File: src/rtl/cls_recovery_ctrl.sv
// Lockstep-core recovery controller: pulses the shared core reset on each accepted
// fault and escalates to a permanent halt after MAX_FAULTS recent faults.
// Define CLS_RECOVERY_WINDOW_EN to build the fault-free window that decays the recent count.
module cls_recovery_ctrl #(
    parameter int unsigned RST_CYCLES = 2,
    parameter int unsigned MAX_FAULTS = 3,
    parameter int unsigned WINDOW     = 1024
) (
    input  logic        clk,
    input  logic        rst_i,
    input  logic        fault_i,
    input  logic        clr_i,
    output logic        core_rst_no,
    output logic        trg_o,
    output logic        halt_o,
    input  logic        stat_req_i,
    input  logic [1:0]  stat_addr_i,
    output logic [31:0] stat_rdata_o,
    output logic        stat_valid_o,
    output logic [1:0]  dbg_state_o
);

    typedef enum logic [1:0] {
        HOLD   = 2'b00,
        SETTLE = 2'b01,
        RUN    = 2'b10,
        HALT   = 2'b11
    } state_t;

    localparam logic [7:0]  HOLD_LOAD = 8'(RST_CYCLES - 1);
    localparam logic [7:0]  MAX_F     = 8'(MAX_FAULTS);
    localparam logic [31:0] ID_WORD   = 32'h434C_5301;

    state_t      state_q;
    state_t      state_d;
    logic [7:0]  hold_cnt_q;
    logic [7:0]  recent_q;
    logic [7:0]  recent_d;
    logic [15:0] total_q;
    logic [15:0] total_d;
    logic [31:0] since_q;
    logic        fault_acc;
    logic        decay;
    logic [31:0] stat_word;

    // A fault is only meaningful while the cores are actually running.
    assign fault_acc = (state_q == RUN) && fault_i;

`ifdef CLS_RECOVERY_WINDOW_EN
    localparam logic [16:0] WIN_LAST = 17'(WINDOW - 1);
    logic [16:0] win_q;

    always_ff @(posedge clk or negedge rst_i) begin
        if (!rst_i) begin
            win_q <= '0;
        end else if (clr_i || fault_acc) begin
            win_q <= '0;
        end else if (state_q == RUN) begin
            if (win_q == WIN_LAST) begin
                win_q <= '0;
            end else begin
                win_q <= win_q + 17'd1;
            end
        end
    end

    assign decay = (state_q == RUN) && !clr_i && !fault_acc && (win_q == WIN_LAST);
`else
    logic unused_window;
    assign unused_window = (WINDOW > 1);
    assign decay         = 1'b0;
`endif

    // Clear is applied before the increment so a coincident fault counts as the first.
    always_comb begin
        recent_d = recent_q;
        total_d  = total_q;
        if (clr_i) begin
            recent_d = '0;
            total_d  = '0;
        end
        if (decay) begin
            recent_d = '0;
        end
        if (fault_acc) begin
            if (recent_d != 8'hFF) begin
                recent_d = recent_d + 8'd1;
            end
            if (total_d != 16'hFFFF) begin
                total_d = total_d + 16'd1;
            end
        end
    end

    always_comb begin
        state_d = state_q;
        unique case (state_q)
            HOLD:    if (hold_cnt_q == 8'd0) state_d = SETTLE;
            SETTLE:  state_d = RUN;
            RUN:     if (fault_acc) state_d = (recent_d >= MAX_F) ? HALT : HOLD;
            HALT:    if (clr_i) state_d = HOLD;
            default: state_d = HOLD;
        endcase
    end

    always_ff @(posedge clk or negedge rst_i) begin
        if (!rst_i) begin
            state_q  <= HOLD;
            recent_q <= '0;
            total_q  <= '0;
            trg_o    <= 1'b0;
        end else begin
            state_q  <= state_d;
            recent_q <= recent_d;
            total_q  <= total_d;
            trg_o    <= fault_acc;
        end
    end

    always_ff @(posedge clk or negedge rst_i) begin
        if (!rst_i) begin
            hold_cnt_q <= HOLD_LOAD;
        end else if ((state_d == HOLD) && (state_q != HOLD)) begin
            hold_cnt_q <= HOLD_LOAD;
        end else if ((state_q == HOLD) && (hold_cnt_q != 8'd0)) begin
            hold_cnt_q <= hold_cnt_q - 8'd1;
        end
    end

    always_ff @(posedge clk or negedge rst_i) begin
        if (!rst_i) begin
            since_q <= '0;
        end else if ((state_d == SETTLE) && (state_q != SETTLE)) begin
            since_q <= '0;
        end else if ((state_q == RUN) && (since_q != 32'hFFFF_FFFF)) begin
            since_q <= since_q + 32'd1;
        end
    end

    always_comb begin
        core_rst_no = (state_q == SETTLE) || (state_q == RUN);
        halt_o      = (state_q == HALT);
        dbg_state_o = state_q;
    end

    // Status port: stat_req_i is a one-cycle strobe with no back-pressure; every strobe
    // gets stat_valid_o exactly one cycle later, and rdata is zero whenever valid is low.
    always_comb begin
        unique case (stat_addr_i)
            2'd0:    stat_word = {21'b0, halt_o, state_q, recent_q};
            2'd1:    stat_word = {16'b0, total_q};
            2'd2:    stat_word = since_q;
            default: stat_word = ID_WORD;
        endcase
    end

    always_ff @(posedge clk or negedge rst_i) begin
        if (!rst_i) begin
            stat_valid_o <= 1'b0;
            stat_rdata_o <= '0;
        end else begin
            stat_valid_o <= stat_req_i;
            stat_rdata_o <= stat_req_i ? stat_word : 32'd0;
        end
    end

endmodule
File: config.mk
export PLATFORM = sky130hd
export DESIGN_NAME = cls_recovery_ctrl
export DESIGN_NICKNAME = d
export VERILOG_FILES = /design/src/rtl/cls_recovery_ctrl.sv
export SDC_FILE = /design/constraint.sdc
export NUM_CORES = 1
export LEC_CHECK = 0
export ABC_CLOCK_PERIOD_IN_PS = 2350
export BUFFER_PORTS_ARGS = -buffer_cell sky130_fd_sc_hd__buf_2
export CORE_UTILIZATION = 51
export CTS_CLUSTER_SIZE = 20
export DETAILED_ROUTE_END_ITERATION = 10
export PLACE_DENSITY = 0.77
export SETUP_SLACK_MARGIN = 0.4
export SYNTH_ARGS = -nofsm -noshare
export SYNTH_HDL_FRONTEND = slang
export SYNTH_SLANG_ARGS = --single-unit
File: constraint.sdc
create_clock -name clk -period 2.35 [get_ports clk]
set_input_delay 0.3525 -clock clk [delete_from_list [all_inputs] [get_ports clk]]
set_output_delay 0.3525 -clock clk [all_outputs]
set_load 0.05 [all_outputs]
==> metrics.md <==
| Metric | Value |
|---|---|
| Status | finished with violations |
| Failing checks | setup timing |
| Antenna diodes | 0 |
| CTS Buf Count | 9 |
| Syn_area_per_cell | 9.930 sq um |
| Pins Over Slew Limit | 0 |
| Multi-input logic area | between 2000 and 3000 sq um |
| Fmax | about 410 MHz |
| Layout Area Growth over Synthesis | 26.58% |
| Crit-path max FO | 8 |
| Cell chain of the critical path | inv_4 > ha_4 > nand4_1 > buf_4 > o311a_1 > a22o_1 > o211ai_2 > o41ai_4 > buf_4 > buf_6 > o211a_4 > a211oi_2 |
| Final worst setup slack | -0.08676 ns |
| CTS tree | yes |
| Flops & latches, synth | 100 |
| Clock sinks | 100 |
| Global-route wire length before repair | just under 20 mm |
| Hold Crit Class | in -> async |
| Nets@finish | about 620 |
| Clk pin slew, worst setup/hold paths | 0.10 ns |
| Initial antenna violation count | 0 |
| CP arrival | 2.73 ns |
| Fin crit period | 2.437 ns |
| Post-synth EDFFs | 0 |
| RSZ-0062 raised after global routing | yes |
| Slew at the pin closest to its max-slew limit | between 0.5 and 0.6 ns |
| Buffers added on ports | 44 |
| WS Path Type | reg -> reg |
| Vias in the first global route | 4124 |
| DP Wirelength | around 8 mm |
| Crit-path most repeated cell | buf_4 |
| Static leakage | 2.882 nW |
| Drt pass-1 iters | 5 |
| Horiz. Die Dim | about 100 microns |
| Initial core utilization | between 50% and 60% |
| Mapped cell area | about 5000 sq um |
| Die span in y | just over 100 microns |
| Final core occ | 67.60% |
| Final setup TNS | -1.710 ns |
| # rows | 35 |
| Drt initial violations | 194 |
| Net Count, Synth | 520 |
| Vias/cell | around 5.6 |
| Root Buffer | clkbuf_8 |
| Vias | 4149 |
| Slowest CP cell | dfrtp_2 |
| FF+latch area | ~2500 sq um |
| CP Launch Type | flop |
| DIE AREA | approximately 10000 sq um |
| Total core area | approximately 9400 sq um |
| Post-synth cell types | 57 |
| GRT Util Overall | about a quarter |
| Power per cell area | between 800 and 900 nW/um^2 |
| Fraction of registers with async set/reset | 100.0% |
| # DRC | 0 |
| IO Count | between 40 and 50 |
| Largest net degree at the start of global routing | 60 |
| Main synth FF type | dfrtp_1 |
| Max VDD drop | between 900 and 1000 uV |
| Seq/Total Area, Yosys | approximately half |
| Total power | a little over 5 mW |
| H-tree Lvls | 3 |
| Share of cells above drive strength 1 | a little under a third |
| Number of synthesis warnings | 0 |
| DRT antenna net count | 0 |
| # fillers | between 700 and 800 |
| Crit end category | flop |
| Wire per inst | roughly 16 microns |
| WL final | between 10 and 15 mm |
| Worst-skew pair later-pin latency | around 0.37 ns |
| Max-cap violations | 0 |
| Final worst path period share | 103.7% |
| Final hold violations | 0 |
| Placer Congestion | around 0.87 |
| Layout Skew | 0.01411 ns |
| Worst path max stage delay | 0.43 ns |
| CP required | approximately 2.6 ns |
| Total gr overflow | 0 |
| Worst-case clock buffer depth | 2 |
| Setup-failing EPs final | 38 |
| Headroom to the max-slew limit | 62.13% |
| Synth Instances | around 500 |
[through the flow]
stage | std cells | hold slack [ns] | instance area (sq um) | worst slack, ns
after floorplan | 504 | 0.05691 | 5046 | -0.2251
after global placement | 707 | 0.1614 | 5727 | -0.1402
after detailed placement | 707 | 0.1594 | 5727 | -0.2321
after CTS | 728 | 0.3233 | 6107 | -0.01265
after global routing | 736 | 0.3296 | 6335 | -0.1487
final | 736 | 0.3253 | 6335 | -0.08676
[where the power goes]
part	internal (mW)	switching, mW	total (mW)	leakage [nW]
clock network	0.411	0.652	1.06	0.0947
logic	0.872	1.23	2.10	1.42
registers	1.87	0.125	2.00	1.37
total	3.15	2.01	5.16	2.88
[synthesized netlist by cell type, types with 4 or more instances]
| library cell | instances | share of area, % |
|---|---|---|
| dfrtp_1 | 99 | 50 |
| nor2_1 | 70 | 5.2 |
| nand2_1 | 43 | 3.2 |
| xor2_1 | 30 | 5.2 |
| nand3_1 | 25 | 2.5 |
| o21ai_0 | 25 | 2.5 |
| xnor2_1 | 20 | 3.5 |
| and3_1 | 15 | 1.9 |
| inv_1 | 15 | 1.1 |
| mux2i_1 | 14 | 2.8 |
| nor2b_1 | 14 | 1.7 |
| and2_1 | 12 | 1.5 |
| nor3_1 | 12 | 1.2 |
| nand4_1 | 11 | 1.4 |
| a21oi_1 | 9 | 0.90 |
| ha_1 | 9 | 2.3 |
| clkbuf_1 | 8 | 0.60 |
| nand2b_1 | 6 | 0.75 |
| a31oi_1 | 5 | 0.63 |
| and4_1 | 4 | 0.70 |
| or3_1 | 4 | 0.50 |
[flip-flops by register name, indices dropped and copies added, names as in the netlist]
register / flops
hold_cnt_q: 8
stat_rdata_o: 32
since_q: 32
trg_o: 1
dbg_state_o: 2
total_q: 16
recent_q: 8
stat_valid_o: 1
[what timing repair did]
item / CTS / global route
hold buffers: 1 / 0
cloned: 0 / 1
hold endpoints to repair: 41 / 0
pin swaps: 13 / 11
buffers inserted: 4 / 7
endpoints found under the setup margin: 46 / 52
resized for setup: 36 / 46
[critical path, delay by kind of cell (launching register included)]
| family | cells | cell delay (ns) |
|---|---|---|
| adders and majority gates | 1 | 0.15 |
| DFF | 1 | 0.43 |
| buffers and inverters | 4 | 0.52 |
| AOI/OAI and AO/OA | 6 | 1.14 |
| and+or+nand+nor | 1 | 0.13 |
[metal layers]
metal,vias to the layer above,GRT usage [%],share of wire (%)
met2,135,43.01,52
met1,2055,31.12,42
li1,1933,-,-
met4,0,9.253,2.1
met3,26,3.051,4.0
met5,-,0,0
[final cells by class]
cell class | instances | share of cell area (%)
clock buffers | 9 | 1.955
clock inverters | 7 | 1.106
inverters | 15 | 0.9678
multi-input cells | 374 | 42.01
flip-flops and latches | 100 | 39.56
well taps | 129 | 2.548
repair buffers | 102 | 11.85
[layout by cell type, fill, tap and decap left out, types with 12 or more instances in the layout]
cell	synthesis	routed
and3_1	15	14
buf_2	1	43
buf_4	1	48
dfrtp_1	99	97
inv_1	15	12
mux2i_1	14	13
nand2_1	43	42
nand3_1	25	25
nor2_1	70	43
nor2_2	1	16
nor2_4	0	12
o21ai_0	25	22
xnor2_1	20	20
xor2_1	30	30
[path summary, 6_finish.rpt]
kind | cells past startpoint | slack, ns | start | endpoint
worst min register to register | 2 | 0.56 | hold_cnt_q[5] | hold_cnt_q[5]
worst min-delay path | 2 | 0.33 | rst_i | stat_rdata_o[13]
max in group asynchronous | 3 | 1.49 | rst_i | hold_cnt_q[0]
min in group clk | 1 | 0.33 | stat_req_i | stat_valid_o
worst max-delay path | 12 | -0.09 | dbg_state_o[0] | hold_cnt_q[1]
worst max register to register | 12 | -0.09 | dbg_state_o[0] | hold_cnt_q[1]
[logic make-up (layout without fill, tap and decap cells)]
| group | Yosys count | in the layout | share of synthesized area, % |
|---|---|---|---|
| AO/OA/AOI/OAI | 67 | 67 | 9.425 |
| XOR/XNOR | 50 | 50 | 8.750 |
| adder cells (fa/ha/maj) | 9 | 9 | 2.250 |
| buffers and inverters | 30 | 133 | 2.800 |
| flip-flops | 100 | 100 | 50.03 |
| multiplexers | 17 | 17 | 3.550 |
| AND/OR/NAND/NOR | 231 | 231 | 23.20 |
(Power assumes the default switching activity.)
